**config.mk**
```make
export PLATFORM = sky130hd
export DESIGN_NAME = lcd_keypad_ctrl_flat
export DESIGN_NICKNAME = d
export VERILOG_FILES = /design/src/rtl/lcd_keypad_ctrl_if.sv /design/src/rtl/lcd_keypad_ctrl.sv /design/src/flat_wrapper.sv
export SDC_FILE = /design/constraint.sdc
export NUM_CORES = 1
export LEC_CHECK = 0
export ABC_AREA = 1
export BUFFER_PORTS_ARGS = -buffer_cell sky130_fd_sc_hd__buf_2
export CAP_MARGIN = 15
export CORE_MARGIN = 4
export CORE_UTILIZATION = 56
export DETAILED_ROUTE_END_ITERATION = 8
export PLACE_DENSITY = 0.82
export SLEW_MARGIN = 30
export SYNTH_ARGS = -nofsm -noshare
export SYNTH_HDL_FRONTEND = slang
export SYNTH_SLANG_ARGS = --single-unit
```
**constraint.sdc**
```tcl
create_clock -name clk -period 2.1 [get_ports clk]
set_input_delay 0.105 -clock clk [delete_from_list [all_inputs] [get_ports clk]]
set_output_delay 0.105 -clock clk [all_outputs]
set_load 0.01 [all_outputs]
```
**src/rtl/lcd_keypad_ctrl_if.sv**
```systemverilog
// lcd_keypad_ctrl_if: board-side pins and key-event outputs of lcd_keypad_ctrl
// master (controller): senses keypadCol; drives keypadRow, LCMData/LCMEN/LCMRS/LCMRW,
//   key_valid, key_ascii, char_count, init_done
// slave (board/testbench): the mirror image
interface lcd_keypad_ctrl_if #(
  parameter int ROWS = 3,
  parameter int COLS = 4
);
  logic [COLS-1:0] keypadCol;
  logic [ROWS-1:0] keypadRow;
  logic [7:0] LCMData;
  logic LCMEN;
  logic LCMRS;
  logic LCMRW;
  logic key_valid;
  logic [7:0] key_ascii;
  logic [4:0] char_count;
  logic init_done;
  modport master (
    input keypadCol,
    output keypadRow, LCMData, LCMEN, LCMRS, LCMRW, key_valid, key_ascii, char_count, init_done
  );
  modport slave (
    output keypadCol,
    input keypadRow, LCMData, LCMEN, LCMRS, LCMRW, key_valid, key_ascii, char_count, init_done
  );
endinterface

```
**src/rtl/lcd_keypad_ctrl.sv**
```systemverilog
// lcd_keypad_ctrl: scans and debounces a keypad matrix, buffers characters, drives an HD44780 LCD
// Ports: clk; rst (async, active-low); io (lcd_keypad_ctrl_if.master) carrying the keypad
//   row/column pins, LCD bus (LCMData, LCMEN, LCMRS, LCMRW) and key_valid/key_ascii/char_count/init_done.
// Option: define KEYPAD_BACKSPACE_EN to turn the last key (k = ROWS*COLS-1) into backspace.
module lcd_keypad_ctrl #(
  parameter int ROWS = 3,
  parameter int COLS = 4,
  parameter int BUF_DEPTH = 16,
  parameter int SCAN_TICKS = 2097152,
  parameter int LCD_TICKS = 25000,
  parameter int DEBOUNCE = 2
) (
  input logic clk,
  input logic rst,
  lcd_keypad_ctrl_if.master io
);
  localparam int SW = $clog2(SCAN_TICKS + 1);
  localparam int LW = $clog2(LCD_TICKS + 1);
  localparam int RW = $clog2(ROWS);
  typedef enum logic [1:0] {IDLE, CAND, HELD} kstate_t;
  // init states run once; enum order is the slot order so most steps are state+1
  typedef enum logic [3:0] {WAIT, FUNC, DISP, CLR, CLRW, ENTRY, ADDR1, DATA1, ADDR2, DATA2} lstate_t;
  logic [SW-1:0] scan_cnt;
  logic [RW-1:0] row, hrow, hrow_n;
  logic sample, seen, accept, is_bs;
  logic [COLS-1:0] low;
  logic [4:0] col, key, hkey, hkey_n, ones;
  logic [2:0] cnt, cnt_n;
  logic [7:0] ascii, d1, l2;
  logic [7:0] chars [BUF_DEPTH];
  kstate_t ks, ks_n;
  lstate_t ls, ls_n;
  logic [LW-1:0] lcnt;
  logic [3:0] idx, idx_n;
  logic slot_end, stay, tens;
  logic [8:0] slot_n;
  assign sample = scan_cnt == SW'(SCAN_TICKS - 1);
  assign io.keypadRow = ~(ROWS'(1) << row);
  assign io.LCMRW = 1'b0;
  assign ascii = key < 5'd10 ? 8'h30 + {3'b0, key} : 8'h37 + {3'b0, key};
`ifdef KEYPAD_BACKSPACE_EN
  assign is_bs = key == 5'(ROWS * COLS - 1);
`else
  assign is_bs = 1'b0;
`endif
  // a sample counts only when exactly one column is pulled low
  always_comb begin
    low = ~io.keypadCol;
    col = '0;
    for (int i = 0; i < COLS; i++) if (low[i]) col = 5'(i);
    seen = low != '0 && (low & (low - 1'b1)) == '0;
    key = 5'(row) * 5'(COLS) + col;
  end
  // after the first sighting only visits of the candidate's own row matter
  always_comb begin
    ks_n = ks;
    hkey_n = hkey;
    hrow_n = hrow;
    cnt_n = cnt;
    accept = 1'b0;
    if (sample) begin
      if (ks == IDLE) begin
        if (seen) begin
          hkey_n = key;
          hrow_n = row;
          cnt_n = 3'd1;
          accept = DEBOUNCE == 1;
          ks_n = accept ? HELD : CAND;
        end
      end else if (row == hrow) begin
        if (!(seen && key == hkey)) ks_n = IDLE;
        else if (ks == CAND) begin
          cnt_n = cnt + 3'd1;
          accept = cnt_n == 3'(DEBOUNCE);
          ks_n = accept ? HELD : CAND;
        end
      end
    end
  end
  always_ff @(posedge clk or negedge rst) begin
    if (!rst) begin
      ks <= IDLE;
      hkey <= '0;
      hrow <= '0;
      cnt <= '0;
    end else begin
      ks <= ks_n;
      hkey <= hkey_n;
      hrow <= hrow_n;
      cnt <= cnt_n;
    end
  end
  always_ff @(posedge clk or negedge rst) begin
    if (!rst) begin
      scan_cnt <= '0;
      row <= '0;
      io.key_valid <= 1'b0;
      io.key_ascii <= 8'h20;
      io.char_count <= '0;
      for (int i = 0; i < BUF_DEPTH; i++) chars[i] <= 8'h20;
    end else begin
      scan_cnt <= sample ? '0 : scan_cnt + 1'b1;
      if (sample) row <= row == RW'(ROWS - 1) ? '0 : row + 1'b1;
      io.key_valid <= accept;
      if (accept) begin
        io.key_ascii <= is_bs ? 8'h08 : ascii;
        if (!is_bs) begin
          chars[0] <= ascii;
          for (int i = 1; i < BUF_DEPTH; i++) chars[i] <= chars[i-1];
          if (io.char_count != 5'(BUF_DEPTH)) io.char_count <= io.char_count + 5'd1;
        end else if (io.char_count != '0) begin
          for (int i = 0; i < BUF_DEPTH - 1; i++) chars[i] <= chars[i+1];
          chars[BUF_DEPTH-1] <= 8'h20;
          io.char_count <= io.char_count - 5'd1;
        end
      end
    end
  end
  // next slot's state plus the RS/data it will present, latched at the slot boundary
  always_comb begin
    stay = (ls == DATA1 && idx != 4'(BUF_DEPTH - 1)) || (ls == DATA2 && idx != 4'd15);
    ls_n = stay ? ls : ls == DATA2 ? ADDR1 : lstate_t'(ls + 4'd1);
    idx_n = stay ? idx + 4'd1 : '0;
    d1 = 8'h20;
    for (int i = 0; i < BUF_DEPTH; i++) if (idx_n == 4'(i)) d1 = chars[i];
    tens = io.char_count >= 5'd10;
    ones = io.char_count - (tens ? 5'd10 : 5'd0);
    l2 = idx_n == 4'd0 ? 8'h4E : idx_n == 4'd1 ? 8'h3D : idx_n == 4'd2 ? (tens ? 8'h31 : 8'h30) :
         idx_n == 4'd3 ? 8'h30 + {3'b0, ones} : 8'h20;
    slot_n = ls_n == FUNC ? 9'h038 : ls_n == DISP ? 9'h00C : ls_n == CLR ? 9'h001 :
             ls_n == ENTRY ? 9'h006 : ls_n == ADDR1 ? 9'h080 : ls_n == ADDR2 ? 9'h0C0 :
             ls_n == DATA1 ? {1'b1, d1} : ls_n == DATA2 ? {1'b1, l2} : 9'h000;
  end
  assign slot_end = lcnt == LW'(LCD_TICKS - 1);
  assign io.LCMEN = ls != WAIT && ls != CLRW && lcnt < LW'(LCD_TICKS / 2);
  always_ff @(posedge clk or negedge rst) begin
    if (!rst) begin
      ls <= WAIT;
      idx <= '0;
    end else if (slot_end) begin
      ls <= ls_n;
      idx <= idx_n;
    end
  end
  always_ff @(posedge clk or negedge rst) begin
    if (!rst) begin
      lcnt <= '0;
      io.LCMData <= '0;
      io.LCMRS <= 1'b0;
      io.init_done <= 1'b0;
    end else begin
      lcnt <= slot_end ? '0 : lcnt + 1'b1;
      if (slot_end) begin
        io.LCMRS <= slot_n[8];
        io.LCMData <= slot_n[7:0];
        if (ls == ENTRY) io.init_done <= 1'b1;
      end
    end
  end
endmodule

```
**src/flat_wrapper.sv**
```systemverilog
// flat-port wrapper written by rule: the top's interface ports become plain ports
module lcd_keypad_ctrl_flat 
#(
  parameter int ROWS = 3,
  parameter int COLS = 4,
  parameter int BUF_DEPTH = 16,
  parameter int SCAN_TICKS = 2097152,
  parameter int LCD_TICKS = 25000,
  parameter int DEBOUNCE = 2
)
  (clk, rst, io_keypadCol, io_keypadRow, io_LCMData, io_LCMEN, io_LCMRS, io_LCMRW, io_key_valid, io_key_ascii, io_char_count, io_init_done);
  lcd_keypad_ctrl_if #(.ROWS(ROWS), .COLS(COLS)) io_i ();
  input logic clk;
  input logic rst;
  input wire logic [$bits(io_i.keypadCol)-1:0] io_keypadCol;
  output wire logic [$bits(io_i.keypadRow)-1:0] io_keypadRow;
  output wire logic [$bits(io_i.LCMData)-1:0] io_LCMData;
  output wire logic [$bits(io_i.LCMEN)-1:0] io_LCMEN;
  output wire logic [$bits(io_i.LCMRS)-1:0] io_LCMRS;
  output wire logic [$bits(io_i.LCMRW)-1:0] io_LCMRW;
  output wire logic [$bits(io_i.key_valid)-1:0] io_key_valid;
  output wire logic [$bits(io_i.key_ascii)-1:0] io_key_ascii;
  output wire logic [$bits(io_i.char_count)-1:0] io_char_count;
  output wire logic [$bits(io_i.init_done)-1:0] io_init_done;
  assign io_i.keypadCol = io_keypadCol;
  assign io_keypadRow = io_i.keypadRow;
  assign io_LCMData = io_i.LCMData;
  assign io_LCMEN = io_i.LCMEN;
  assign io_LCMRS = io_i.LCMRS;
  assign io_LCMRW = io_i.LCMRW;
  assign io_key_valid = io_i.key_valid;
  assign io_key_ascii = io_i.key_ascii;
  assign io_char_count = io_i.char_count;
  assign io_init_done = io_i.init_done;
  lcd_keypad_ctrl #(.ROWS(ROWS), .COLS(COLS), .BUF_DEPTH(BUF_DEPTH), .SCAN_TICKS(SCAN_TICKS), .LCD_TICKS(LCD_TICKS), .DEBOUNCE(DEBOUNCE)) u_core (.clk(clk), .rst(rst), .io(io_i));
endmodule
```
==> flow_metrics.env <==
export IMPL_violations="negative setup slack"
export IMPL_min_period_ns=2.86
export IMPL_viasPerCell=6.20
export IMPL_netlist_instances=1200
export IMPL_worst_path_buf_inv=1
export IMPL_period_share_pct=136
export IMPL_fillers=762
export IMPL_ant_nets=0
export IMPL_r2r_cells=21
export IMPL_synth_top_cell_by_area="dfrtp_1"
export IMPL_r2r_slack_ns=-0.76
export IMPL_start_kind="flip-flop"
export IMPL_drt_iter0_markers=1414
export IMPL_place_gp_congestion=0.951
export IMPL_worstMarginPinSlew_ns=0.611
export IMPL_h_tree_depth=4
export IMPL_root_buffer="clkbuf_16"
export IMPL_ios=35
export IMPL_worstHoldPathCells=4
export IMPL_slowest_stage="dfrtp_1"
export IMPL_synth_most_common_cell="nand2_1"
export IMPL_tritoncts="built"
export IMPL_hold_path_class="in2reg"
export IMPL_cts_sinks=184
export IMPL_async_reset_ff_share_pct=100
export IMPL_grtUsageTotal_pct=29.9
export IMPL_p_leak_nw=6.91
export IMPL_fmax_mhz=349
export IMPL_drc=0
export IMPL_grt_pass1_wl_um=44500
export IMPL_finalNetCount=1463
export IMPL_drv_slew=0
export IMPL_netlist_area_leader_share_pct=44.5
export IMPL_cts_buffer_depth=2
export IMPL_mappedNetlistArea_mm2=0.00945
export IMPL_io_buffers=32
export IMPL_setup_ws_ns=-0.764
export IMPL_hp_start="io_keypadCol[3]"
export IMPL_max_cap_violations=0
export IMPL_path_common_cell="nand2_1"
export IMPL_syn2layout_area_growth_pct=44.4
export IMPL_vias=10400
export IMPL_yosysWarnings=0
export IMPL_crit_type="reg2reg"
export IMPL_vdd_drop_max_mv=0.618
export IMPL_antenna_found_initial=1
export IMPL_cp_max_fo=9
export IMPL_skew_ns=0.0147
export IMPL_synth_commonest_cells="nand2_1, dfrtp_1, inv_1"
export IMPL_path_clk_slew_ns=0.08
export IMPL_fp_dieArea_mm2=0.0190
export IMPL_avgSynthCellArea_um2=7.88
export IMPL_placementRows=47
export IMPL_die_height_um=138
export IMPL_grt_pass1_vias=8971
export IMPL_dp_hpwl_um=16400
export IMPL_insertion_delay_ns=0.46
export IMPL_power_density_mw_per_mm2=521
export IMPL_grt_overflow=0
export IMPL_fp_dieW_um=138
export IMPL_start_util_pct=57.0
export IMPL_synth_seq_area_share_pct=48.9
export IMPL_cp_end_kind="flip-flop"
export IMPL_finalWirelength_um=37400
export IMPL_timing_rr_start="u_core.ls[0]"
export IMPL_setup_tns_ns=-71.28
export IMPL_cts_inserted_buffers=17
export IMPL_setup_viol_count_final=157
export IMPL_synthFlopType="dfrtp_1"
export IMPL_cp_top_family="simple AND/OR/NAND/NOR gates"
export IMPL_drt_pass1_iter_count=8
export IMPL_netlist_top_cells_area="dfrtp_1, nand2_1, inv_1"
export IMPL_maxSlewHeadroom_pct=59.1
export IMPL_path_cells="ha_2 -> nand3_4 -> nand2_8 -> nand2_4 -> nor2_4 -> nor2_4 -> buf_6 -> nand3_1 -> nand3_1 -> o21bai_2 -> nand4_1 -> nor2_2 -> nand4_1 -> nand2_1 -> nand2_1 -> nand2_1 -> nand2_1 -> nand2_1 -> nand2_1 -> nand2_1 -> nand2_1"
export IMPL_regToRegEndpoint="u_core.io.LCMData[1]"
export IMPL_total_power_mw=7.11
export IMPL_antenna_cells=0
export IMPL_core_area_mm2=0.0166
export IMPL_worstPathRequired_ns=2.44
export IMPL_rsz0062_at_grt="yes"
export IMPL_arrival_ns=3.21
export IMPL_timing_hold_ws_ns=0.0907
export IMPL_hold_path_end="u_core.hkey[1]"
export IMPL_max_stage_delay_ns=0.44
export IMPL_routedWlPerCell_um=22.3
export IMPL_post_route_cells_drive_above_1_share_pct=36.1
export IMPL_ys_ff_latch=184
export IMPL_synth_edf_count=0
export IMPL_finalHoldViolCount=0
export IMPL_outcome="complete, but fails checks"
export IMPL_grt_max_degree=62
export IMPL_synthDistinctLibCells=48
==> state kept, by name (all words and copies together) (netlist names), 2 cells and up <==
name and count:
u_core.io.LCMData 8, u_core.io.char_count 5, u_core.ks 2, u_core.hkey 3, u_core.lcnt 15, u_core.ls 4, u_core.idx 4, u_core.row 2
u_core.scan_cnt 22, u_core.io.key_ascii 7, u_core.chars 105, u_core.cnt 3
==> power breakdown <==
group	internal [mW]	switching [mW]	leakage (nW)
Sequential	3.57	0.0217	2.29
Clock	1.78	1.56	0.283
Combinational	0.0425	0.132	4.33
==> cell usage in the layout (no fill, tap or decap), types with 10 or more instances in the layout <==
| cell | n |
|---|---|
| buf_4 | 135 |
| buf_6 | 47 |
| nor2_2 | 27 |
| nand4_1 | 29 |
| nor3_1 | 10 |
| dfstp_2 | 16 |
| o21ai_1 | 58 |
| nand2_1 | 302 |
| inv_2 | 19 |
| nand3_1 | 34 |
| nand3_2 | 11 |
| buf_2 | 31 |
| nand2_2 | 62 |
| ha_1 | 10 |
| dfrtp_1 | 167 |
| xor2_1 | 19 |
| clkbuf_16 | 36 |
| inv_1 | 144 |
| nor2_1 | 57 |
| o21ai_2 | 23 |
| o21ai_0 | 42 |
| a21oi_1 | 27 |
| nor2_4 | 16 |
==> cell type report <==
type,instances,area (um^2),share of cell area (%)
well taps,220,275,2.02
clock buffers,17,425,3.12
repair buffers,257,2690,19.7
clock inverters,15,165,1.21
inverters,165,651,4.77
flip-flops and latches,184,4630,33.9
repair inverters,2,31.3,0.229
multi-input cells,815,4780,35.1
==> tightest hold or removal path, stage by stage <==
cell and delay [ns]:
buf_2 0.11, nand2_1 0.10, inv_2 0.12, o21ai_1 0.08
==> cells by family after synthesis <==
family          count (synthesis)  synth area share [%]
fa+ha+maj                      16                  2.09
compound gates                180                  10.3
xor+xnor                       27                  2.50
flops                         184                  48.9
buf+inv                       202                  8.84
simple gates                  590                  27.3
other cells                     1                0.0397
==> routing by layer <==
layer	up-vias	routed length, um	global-route usage (%)
li1	4302	-	-
met1	4929	12500	37.1
met2	832	17800	51.8
met3	315	3870	6.13
met4	2	3050	10.9
met5	-	47	0
==> timing repair <==
action                                 CTS  global route
setup endpoints to repair              132           158
pin swaps                               29            68
buffers inserted                        46            30
resized for setup                      112           236
cloned                                   7            25
endpoints found under the hold margin   48             0
hold buffers                             1             0
==> metrics by stage <==
step	instances	util [%]	area, um^2	setup slack, ns
detailed placement	1543	64.7	10700	-0.574
floorplan	1201	-	9520	-0.110
global placement	1543	64.7	10700	-0.528
finish	1675	82.3	13600	-0.764
CTS	1628	73.6	12200	-0.544
global route	1675	82.3	13600	-1.00
==> how the worst max path moves through the flow <==
stage                       start                   end  slack [ns]  cells after the start
6_report             u_core.ls[0]  u_core.io.LCMData[1]       -0.76                     21
5_1_grt        u_core.scan_cnt[1]        u_core.hkey[0]       -1.00                     16
4_1_cts              u_core.ls[1]  u_core.io.LCMData[0]       -0.54                     22
3_5_place_dp         u_core.ls[1]  u_core.io.LCMData[6]       -0.57                     23
3_3_place_gp         u_core.ls[1]  u_core.io.LCMData[6]       -0.53                     23
2_1_floorplan        u_core.ls[1]  u_core.io.LCMData[1]       -0.11                     22
No activity file was read; power rests on OpenSTA's default activity.
